### src/rtl/phase_sequencer.sv
// Instruction phase generator (phases 0..7) with run/stop/step/halt control
// of the core, plus saturating cycle and retired-instruction debug counters.
module phase_sequencer #(
    parameter int CNT_W    = 16,
    parameter bit AUTO_RUN = 1'b1
) (
    input  logic             clk,
    input  logic             rst,
    input  logic             halt_req,
    input  logic             start,
    input  logic             step,
    input  logic             stop,
    output logic [2:0]       phase,
    output logic             running,
    output logic             halted,
    output logic             instr_done,
    output logic [CNT_W-1:0] cycle_cnt,
    output logic [CNT_W-1:0] instr_cnt
);

    // state  | meaning
    // IDLE   | core stopped, phase held at 0, waiting for start/step
    // RUN    | free-running, phase advances every clk
    // STEP   | executing exactly one instruction, then back to IDLE
    // HALTED | controller requested halt at phase 4, phase held at 0
    localparam logic [1:0] S_IDLE   = 2'd0;
    localparam logic [1:0] S_RUN    = 2'd1;
    localparam logic [1:0] S_STEP   = 2'd2;
    localparam logic [1:0] S_HALTED = 2'd3;

    localparam logic [1:0]       S_RESET = AUTO_RUN ? S_RUN : S_IDLE;
    localparam logic [CNT_W-1:0] CNT_MAX = '1;

    logic [1:0] state;
    logic [1:0] state_nx;
    logic [2:0] phase_nx;
    logic       stop_pend;
    logic       stop_pend_nx;
    logic       active;
    logic       halt_now;
    logic       wrap;
    logic       retire;

    assign active   = (state == S_RUN) || (state == S_STEP);
    assign halt_now = active && (phase == 3'd4) && halt_req;
    assign wrap     = active && (phase == 3'd7);
    assign retire   = halt_now || wrap;

    always_comb begin
        state_nx     = state;
        phase_nx     = phase;
        stop_pend_nx = stop_pend;
        case (state)
            S_IDLE, S_HALTED: begin
                phase_nx = 3'd0;
                if (start) begin
                    state_nx = S_RUN;
                end else if (step) begin
                    state_nx = S_STEP;
                end
            end
            S_RUN: begin
                if (halt_now) begin
                    state_nx     = S_HALTED;
                    phase_nx     = 3'd0;
                    stop_pend_nx = 1'b0;
                end else if (wrap) begin
                    phase_nx = 3'd0;
                    // a stop arriving in phase 7 still ends the current instruction
                    if (stop_pend || stop) begin
                        state_nx     = S_IDLE;
                        stop_pend_nx = 1'b0;
                    end
                end else begin
                    phase_nx = phase + 3'd1;
                    if (stop) begin
                        stop_pend_nx = 1'b1;
                    end
                end
            end
            S_STEP: begin
                if (halt_now) begin
                    state_nx = S_HALTED;
                    phase_nx = 3'd0;
                end else if (wrap) begin
                    state_nx = S_IDLE;
                    phase_nx = 3'd0;
                end else begin
                    phase_nx = phase + 3'd1;
                end
            end
            default: begin
                state_nx = S_IDLE;
                phase_nx = 3'd0;
            end
        endcase
    end

    always_ff @(posedge clk) begin
        if (rst) begin
            state      <= S_RESET;
            phase      <= 3'd0;
            stop_pend  <= 1'b0;
            running    <= AUTO_RUN;
            halted     <= 1'b0;
            instr_done <= 1'b0;
            cycle_cnt  <= '0;
            instr_cnt  <= '0;
        end else begin
            state      <= state_nx;
            phase      <= phase_nx;
            stop_pend  <= stop_pend_nx;
            running    <= (state_nx == S_RUN) || (state_nx == S_STEP);
            halted     <= (state_nx == S_HALTED);
            instr_done <= retire;
            if (active && (cycle_cnt != CNT_MAX)) begin
                cycle_cnt <= cycle_cnt + CNT_W'(1);
            end
            if (retire && (instr_cnt != CNT_MAX)) begin
                instr_cnt <= instr_cnt + CNT_W'(1);
            end
        end
    end

endmodule
### config.mk
export PLATFORM = sky130hd
export DESIGN_NAME = phase_sequencer
export DESIGN_NICKNAME = d
export VERILOG_FILES = /design/src/rtl/phase_sequencer.sv
export SDC_FILE = /design/constraint.sdc
export NUM_CORES = 1
export LEC_CHECK = 0
export CAP_MARGIN = 10
export CORE_UTILIZATION = 30
export DETAILED_ROUTE_END_ITERATION = 7
export GPL_TIMING_DRIVEN = 0
export PLACE_DENSITY = 0.59
export SLEW_MARGIN = 40
export SYNTH_ARGS = -nofsm -noshare
export SYNTH_HDL_FRONTEND = slang
export SYNTH_SLANG_ARGS = --single-unit
### constraint.sdc
create_clock -name clk -period 2.8 [get_ports clk]
set_clock_uncertainty 0.05 [all_clocks]
set_input_delay 0.42 -clock clk [delete_from_list [all_inputs] [get_ports clk]]
set_output_delay 0.42 -clock clk [all_outputs]
set_load 0.03 [all_outputs]
==> results of run 1 <==
==> state kept, by name, indices dropped and copies added, names as in the netlist <==
register    count
cycle_cnt      16
halted          1
stop_pend       1
state           2
instr_done      1
instr_cnt      16
phase           3
running         1
==> power by group through the flow <==
stage                     clock network (mW)  logic, mW  registers (mW)
after floorplan                            0      0.249           0.763
after global placement                     0      0.469           0.696
after detailed placement                   0      0.474           0.698
after CTS                              0.402      0.477           0.685
after global routing                   0.423      0.528           0.692
final                                  0.385      0.470           0.684
==> layer usage <==
metal	GRT usage [%]	wire, um	vias to the layer above
li1	-	-	920
met1	17.0	2240	838
met2	22.4	2150	37
met3	3.24	176	4
met4	4.86	44	0
met5	0	0	-
==> area by class of cell <==
cell class | count | area, sq um
fill | 684 | 3810
multi-input combinational | 175 | 1150
sequential | 41 | 821
timing repair buffer | 43 | 430
tap | 77 | 96.3
clock buffer | 7 | 86.3
buffer | 7 | 33.8
inverter | 8 | 30.0
==> worst max-delay path by stage <==
stage | depth (start not counted) | slack [ns] | to | start
after global routing | 7 | 0.36 | running | state[0]
after global placement | 7 | 0.47 | running | halt_req
final | 8 | 0.47 | running | state[0]
after detailed placement | 7 | 0.45 | running | halt_req
after CTS | 7 | 0.46 | running | state[0]
after floorplan | 8 | 0.61 | running | phase[0]
==> cell families (layout without fill, tap and decap cells) <==
family | count (synthesis) | in the layout
multiplexers | 2 | 2
adder cells (fa/ha/maj) | 8 | 8
XOR/XNOR | 23 | 23
buffers and inverters | 15 | 65
AO/OA/AOI/OAI | 32 | 32
AND/OR/NAND/NOR | 110 | 110
flip-flops | 41 | 41
==> cell usage after synthesis (2+ instances only) <==
cell,count
dfxtp_1,41
nor2_1,34
nand2_1,16
xor2_1,14
nand4_1,11
nand3_1,10
xnor2_1,9
ha_1,8
inv_1,8
nor3_1,7
a21oi_1,6
o21ai_0,6
clkbuf_1,5
and2_1,4
and4_1,4
nor4_1,4
nor2b_1,3
a21boi_0,2
a31oi_1,2
and3_1,2
mux2i_1,2
nand2b_1,2
nand4b_1,2
o2111ai_2,2
o211ai_1,2
or2_2,2
or3_1,2
==> metrics.txt, run 1 <==
status=finished, violations left; failing checks=DRC; Worst Hold Class=reg -> reg; Seq cells post-synth=41; crit path cell chain=inv_1 > ha_1 > nand2b_1 > o21ai_0 > a21boi_0 > o32a_1 > ha_1 > or2_2; first-pass GRT wire length=7710 um; DRT antenna net count=0; Hold Path Cell Cnt=1; worst r2r src=state[0]; Placed Cells incl. Taps=351; Adder-Cell Fraction of Synth Area=4.93%; clock share of power=25.0%; CP Class=reg -> reg; finished layout cell area=2640 sq um; LEAKAGE=0.916 nW; Chip Height=84.3 um; post-cts resize count=0; Clock Pin Slew Worst Setup and Hold Paths=0.07 ns; largest buffer count on any clock path=2; Psw=0.509 mW; ys async rst share=0%; simple-gate portion of the synthesized area=28.3%; largest net degree at the start of global routing=12; fmax=0.430 GHz; Yosys warning count=0; Final Max Tran Viols=0; Core Area=6460 sq um; cts bufs inserted=5; detailed placer's ending HPWL=3400 um; FP Rows=29; 1st-iter DRT viols=68; Largest delay share family, worst path=adder cells; slowest CP cell=ha_1; Sw Share=33.1%; Startpoint Class=flop; area grow syn2layout=30.2%; Seq/Total Area, Yosys=40.4%; XOR/XNOR Fraction of Synth Area=9.92%; Avg Cell Area, Syn=8.79 sq um; number of global-route vias before repair=1628; syn_nets=245; Post-synth EDFFs=0; hold endpoint=phase[0]; Data required, critical path=2.93 ns; peak fanout along the critical path=6; CTS tree=yes; most frequent cells in the layout=clkdlybuf4s50_1, dfxtp_1, nor2_1, nand2_1, xor2_1; CP most frequent cell=ha_1; CP peak stage delay=0.39 ns; Post-DP Area=2560 sq um; WHS=0.462 ns; Slew Limit Headroom=48.2%; top_reg_cell synth=dfxtp_1; Starting Density=31.4%; setup bufs post-CTS=0; Die X=84.3 um; ranking of synthesized cells by area=dfxtp_1, nor2_1, xor2_1; Synth Area in Compound Gates=12.3%; r2r setup slk=0.47 ns; pre-CTS setup slack=0.446 ns; initial antenna violation count=0; Comb pwr share=30.5%; Top-Level Pins=44; Total Wirelength=4600 um; hold wc startpoint=phase[0]; Final Hold Vio Count=0; Root Driver=clkbuf_8; Sequential Power Share=44.5%; fin crit period=2.33 ns; Tcrit/Tclk final=83.0%; Sum Neg Setup Slack=0 ns; Worst EP arrival=2.45 ns; Pwr per Cell Area=582 nW/um^2; worst-skew pair later-pin latency=0.29 ns; synth unique cells=48; Final nets=295; ant diodes=0; number of max-cap violations=0; R2R cell count=8; Vias=1799; post-synth top area cell=dfxtp_1; WL/cell=12.9 um; post-synthesis cell area=2030 sq um; global-route usage over all layers=13.5%; setup ws final=0.475 ns; drc violations=8; Pint=1.03 mW; fraction of layout cells with a size suffix above 1=6.41%; Max VDD drop=0.000210 V; CP Capture Type=flop; worst-margin pin slew=0.770 ns; Finished Core Util=40.9%; CTS H-tree lvls=2; main combinational cell family by area after synthesis=simple AND/OR/NAND/NOR gates; most common cell after layout, fill and taps aside=clkdlybuf4s50_1; # setup viols final=0; RSZ-0062 raised after global routing=false; PnR Total Power=1.54 mW; PortBufs=43; # hold bufs at CTS=0; gpl congestion=0.816; Yosys top cell area share=40.4%; worst r2r dst=running; Layout Cells excl Fill=358; gr ovfl total=0; drt pass-1 iters=6; Cells after Synth=231; buffers and inverters on the worst path=1; mux share of post-synthesis cell area=0.986%; vias per inst=5.03; Die ar.=7100 sq um; clock sinks=41
Power figures use the tool's default switching activity.
==> run 2, diff against run 1 <==
==> constraint.sdc (replaced) <==
create_clock -name clk -period 2.2 [get_ports clk]
set_clock_uncertainty 0.05 [all_clocks]
set_input_delay 0.33 -clock clk [delete_from_list [all_inputs] [get_ports clk]]
set_output_delay 0.33 -clock clk [all_outputs]
set_load 0.03 [all_outputs]
==> metrics.txt, run 2 (synthesis gave the netlist of run 1 again) <==
met3 wire len=191 um (+8.5%); fraction of layout cells with a size suffix above 1=10.3% (+3.9 points); CTS tree=yes; Startpoint Class=flop; Tcrit/Tclk final=97.5% (+14 points); Die X=84.3 um (unchanged); status=finished, violations left; clock sinks=41 (unchanged); Placed Cells incl. Taps=351 (unchanged); LEAKAGE=0.911 nW (-0.49%); global-route usage over all layers=13.7% (+0.19 points); pre-CTS setup slack=-0.119 ns (-0.565 ns); Post-DP Area=2560 sq um (unchanged); Worst EP arrival=2.27 ns (-0.18 ns); RSZ-0062 raised after global routing=false; number of global-route vias before repair=1647 (+1.2%); Top-Level Pins=44 (unchanged); Slew Limit Headroom=56.3% (+8.2 points); most common cell after layout, fill and taps aside=clkdlybuf4s50_1; detailed placer's ending HPWL=3400 um (unchanged); Final Hold Vio Count=0 (unchanged); slowest CP cell=dfxtp_1; setup ws final=0.0547 ns (-0.420 ns); DRT antenna net count=0 (unchanged); Pwr per Cell Area=744 nW/um^2 (+28%); drc violations=8 (unchanged); Top Layer Used=met4; Data required, critical path=2.33 ns (-0.60 ns); ant diodes=0 (unchanged); Total Wirelength=4680 um (+1.8%); initial antenna violation count=0 (unchanged); # setup viols final=0 (unchanged); gpl congestion=0.816 (unchanged); worst-margin pin slew=0.638 ns (-0.132 ns); largest buffer count on any clock path=2 (unchanged); FP Rows=29 (unchanged); drt pass-1 iters=6 (unchanged); peak fanout along the critical path=6 (unchanged); CP Capture Type=flop; failing checks=DRC; fin crit period=2.15 ns (-0.180 ns); number of max-cap violations=0 (unchanged); fmax=0.466 GHz (+8.4%); filler cell count=679 (-0.73%); gr ovfl total=0 (unchanged); WL/cell=13.1 um (+1.8%); Max VDD drop=0.000270 V (+28%); CTS H-tree lvls=2 (unchanged); # hold bufs at CTS=0 (unchanged); vias per inst=5.09 (+1.3%); Root Driver=clkbuf_8; Chip Height=84.3 um (unchanged); Layout Cells excl Fill=358 (unchanged); Final Max Tran Viols=0 (unchanged); M1 WL=2220 um (-0.81%); worst-skew pair later-pin latency=0.29 ns (about the same); 1st-iter DRT viols=77 (+13%); crit path cell chain=ha_4 > nand2b_4 > o21ai_0 > a21boi_0 > o32a_1 > ha_1 > or2_2; Sum Neg Setup Slack=0 ns (unchanged); most frequent cells in the layout=clkdlybuf4s50_1, dfxtp_1, nor2_1, nand2_1, xor2_1; first-pass GRT wire length=7810 um (+1.3%); Die ar.=7100 sq um (unchanged); Clock Pin Slew Worst Setup and Hold Paths=0.07 ns (about the same); Starting Density=31.4% (unchanged); finished layout cell area=2690 sq um (+1.6%); cts bufs inserted=5 (unchanged); CP peak stage delay=0.44 ns (+0.05 ns); area grow syn2layout=32.3%; Vias=1823 (+1.3%); largest net degree at the start of global routing=12 (unchanged); Core Area=6460 sq um (unchanged); PortBufs=43 (unchanged); CP Class=reg -> reg; Regs by FF count=cycle_cnt (16), instr_cnt (16), phase (3); wire length on met2=2210 um (+2.8%); Final nets=295 (unchanged); Worst Hold Class=reg -> reg
run 2: cell types whose count changed in the layout (fill, tap and decap cells not counted), moves of 2 or more:
cell | before | now
dfxtp_1 | 41 | 38
dfxtp_2 | 0 | 3
ha_1 | 8 | 5
ha_2 | 0 | 2
nor4_1 | 4 | 2
nor4_2 | 0 | 2
run 2: final timing paths:
path	from	slack, ns	cells past startpoint	to
worst min register to register	phase[0]	0.40	1	phase[0]
worst max-delay path	state[1]	0.05	7	running
worst min-delay path	phase[0]	0.40	1	phase[0]
worst max register to register	state[1]	0.05	7	running
run 2: repair_timing:
item	4_1_cts	5_1_grt
endpoints found under the setup margin	4	11
endpoints found under the hold margin	0	0
buffers inserted	0	0
gates resized for setup	5	7
run 2: where the power goes:
group          switching (mW)  internal [mW]  total [mW]
Clock                   0.240          0.249       0.489
Combinational           0.354          0.277       0.631
Sequential             0.0655          0.812       0.877
run 2: through the flow:
step           total power [mW]  hold slack, ns  util [%]
2_1_floorplan              1.29           0.445         -
3_3_place_gp               1.48           0.435      39.6
3_5_place_dp               1.49           0.448      39.6
4_1_cts                    2.02           0.467      41.4
5_1_grt                    2.13           0.437      41.6
6_report                   2.00           0.402      41.6
run 2: worst max-delay path, delay by kind of cell, from the launching register on:
| family | cells | cell delay, ns |
|---|---|---|
| AO/OA/AOI/OAI | 3 | 0.59 |
| flip-flops | 1 | 0.44 |
| AND/OR/NAND/NOR | 2 | 0.42 |
| adder cells (fa/ha/maj) | 2 | 0.54 |
run 2: metal layers:
| metal | up-vias | track usage [%] |
|---|---|---|
| li1 | 922 | - |
| met1 | 856 | 17.0 |
| met2 | 39 | 22.9 |
| met3 | 6 | 3.24 |
| met4 | 0 | 5.17 |
| met5 | - | 0 |
run 2: final cells by class:
class                      count  area [sq um]  area share [%]
multi-input combinational    175          1180            44.1
sequential                    41           825            30.7
timing repair buffer          43           430            16.0
tap                           77          96.3            3.59
clock buffer                   7          86.3            3.21
buffer                         7          35.0            1.30
inverter                       8          30.0            1.12
==> run 3, diff against run 2 <==
--- a/config.mk
+++ b/config.mk
@@ -10,6 +10,8 @@
 export DETAILED_ROUTE_END_ITERATION = 7
 export GPL_TIMING_DRIVEN = 0
 export PLACE_DENSITY = 0.59
+export RECOVER_POWER = 50
+export SETUP_SLACK_MARGIN = 0.02
 export SLEW_MARGIN = 40
 export SYNTH_ARGS = -nofsm -noshare
 export SYNTH_HDL_FRONTEND = slang
==> metrics.txt, run 3 (synthesis gave the netlist of run 1 again) <==
status=finished, violations left; failing checks=DRC; Sequential Power Share=42.1% (-1.8 points); gr ovfl total=0 (unchanged); Slew Limit Headroom=60.9% (+4.6 points); WHS=0.398 ns (-0.00431 ns); fraction of layout cells with a size suffix above 1=9.61% (-0.71 points); most frequent cells in the layout=dfxtp_1, nor2_1, dlygate4sd3_1, nand2_1, xor2_1; Post-DP Area=2560 sq um (about the same); hold endpoint=phase[0]; hold wc startpoint=phase[0]; Die ar.=7100 sq um (unchanged); PnR Total Power=2.07 mW (+3.8%); RSZ-0062 raised after global routing=true; area grow syn2layout=33.2%; largest buffer count on any clock path=2 (unchanged); gpl congestion=0.829 (+1.6%); CP Capture Type=flop; Final nets=295 (unchanged); CTS H-tree lvls=2 (unchanged); Core Area=6460 sq um (unchanged); Die X=84.3 um (unchanged); Final Hold Vio Count=0 (unchanged); Comb pwr share=29.7% (-1.9 points); Max VDD drop=0.000312 V (+15%); Sum Neg Setup Slack=0 ns (unchanged); Root Driver=clkbuf_8; LEAKAGE=1.02 nW (+12%); Tcrit/Tclk final=95.1% (-2.4 points); Regs by FF count=cycle_cnt (16), instr_cnt (16), phase (3); Startpoint Class=flop; Worst Hold Class=reg -> reg; fmax=0.478 GHz (+2.6%); # hold bufs at CTS=0 (unchanged); detailed placer's ending HPWL=3380 um (-0.60%); Final Max Tran Viols=0 (unchanged); initial antenna violation count=0 (unchanged); PortBufs=43 (unchanged); fin crit period=2.09 ns (-0.0534 ns); Placed Cells incl. Taps=351 (unchanged); 1st-iter DRT viols=86 (+12%); r2r setup slk=0.11 ns (+0.05 ns); Pint=1.40 mW (+4.6%); Starting Density=31.4% (unchanged); first-pass GRT wire length=7870 um (+0.79%); global-route usage over all layers=13.8% (+0.11 points); Pwr per Cell Area=766 nW/um^2 (+3.0%); crit path cell chain=inv_1 > ha_4 > nand2b_4 > o21ai_1 > a21boi_1 > o32a_1 > ha_1 > or2_2; Layout Cells excl Fill=358 (unchanged); FP Rows=29 (unchanged); drt pass-1 iters=6 (unchanged); DRT antenna net count=0 (unchanged); vias per inst=5.00 (-1.8%); cts bufs inserted=5 (unchanged); Multi-input gate area=1180 sq um (+0.11%); drc violations=4 (-4); Top-Level Pins=44 (unchanged); worst r2r src=state[0]; peak fanout along the critical path=6 (unchanged); buffers and inverters on the worst path=1 (+1); worst r2r dst=running; # setup viols final=0 (unchanged); ant diodes=0 (unchanged); slowest CP cell=dfxtp_2; R2R cell count=8 (+1); Chip Height=84.3 um (unchanged); Hold Path Cell Cnt=1 (unchanged); most common cell after layout, fill and taps aside=dfxtp_1; worst-margin pin slew=0.572 ns (-0.0668 ns); Vias=1791 (-1.8%); clock share of power=28.2% (+3.7 points); worst-skew pair later-pin latency=0.29 ns (about the same); register area=825 sq um (unchanged); Psw=0.674 mW (+2.1%); CP Class=reg -> reg; CP peak stage delay=0.34 ns (-0.10 ns); setup bufs post-CTS=0 (unchanged); number of max-cap violations=0 (unchanged); Largest delay share family, worst path=compound AO/OA/AOI/OAI gates; filler cell count=656 (-3.4%); Data required, critical path=2.34 ns (about the same); Clock Pin Slew Worst Setup and Hold Paths=0.08 ns (about the same); Worst EP arrival=2.23 ns (-0.04 ns); CTS tree=yes; largest net degree at the start of global routing=13 (+1); Critical Path Source=state[0]; finished layout cell area=2710 sq um (+0.70%); Sw Share=32.5% (-0.52 points); WL/cell=13.0 um (-0.96%); Total Wirelength=4640 um (-0.96%); number of global-route vias before repair=1682 (+2.1%); clock sinks=41 (unchanged)
## run 3: changes by cell type in the layout (fill, tap and decap cells not counted), moves of 2 or more
cell,change
ha_2,-2
clkdlybuf4s50_1,-30
and2_0,+2
dlygate4sd3_1,+30
and2_1,-2
## run 3: final cells by class
class	instances	share of cell area, %
well taps	77	3.56
inverters	8	1.11
flip-flops and latches	41	30.5
plain buffers	7	1.30
clock buffers	5	2.54
repair buffers	43	15.9
clock inverters	2	1.30
multi-input cells	175	43.8
## run 3: power by group through the flow
stage	clock network [mW]	registers (mW)	logic, mW
2_1_floorplan	0	0.973	0.317
3_3_place_gp	0	0.889	0.596
3_5_place_dp	0	0.889	0.601
4_1_cts	0.611	0.874	0.631
5_1_grt	0.639	0.886	0.688
6_report	0.584	0.874	0.616
## run 3: worst reg2reg max path: stages, from the launching register on
cell	delay (ns)
dfxtp_2	0.34
inv_1	0.08
ha_4	0.27
nand2b_4	0.15
o21ai_1	0.14
a21boi_1	0.09
o32a_1	0.32
ha_1	0.27
or2_2	0.27
## run 3: metrics by stage
step / utilization (%) / setup slack, ns
after detailed placement: 39.6 / -0.129
after global routing: 41.9 / 0.00514
after global placement: 39.6 / -0.110
final: 41.9 / 0.108
after floorplan: - / 0.0270
after CTS: 41.6 / 0.0300
## run 3: metal layers
metal | up-vias | part of all wire [%] | track usage, %
met3 | 5 | 4.6 | 3.15
met4 | 0 | 0.97 | 5.17
met1 | 821 | 49 | 18.1
met5 | - | 0 | 0
met2 | 40 | 45 | 22.0
li1 | 925 | - | -
## run 3: worst max-delay path by stage
stage | cells after the start | to
floorplan | 7 | instr_cnt[1]
global placement | 7 | running
detailed placement | 7 | running
CTS | 8 | running
global route | 8 | running
finish | 8 | running
## run 3: timing repair
| action | CTS | global route |
|---|---|---|
| gates cloned | 0 | 0 |
| gates resized for setup | 4 | 8 |
| setup endpoints to repair | 5 | 11 |
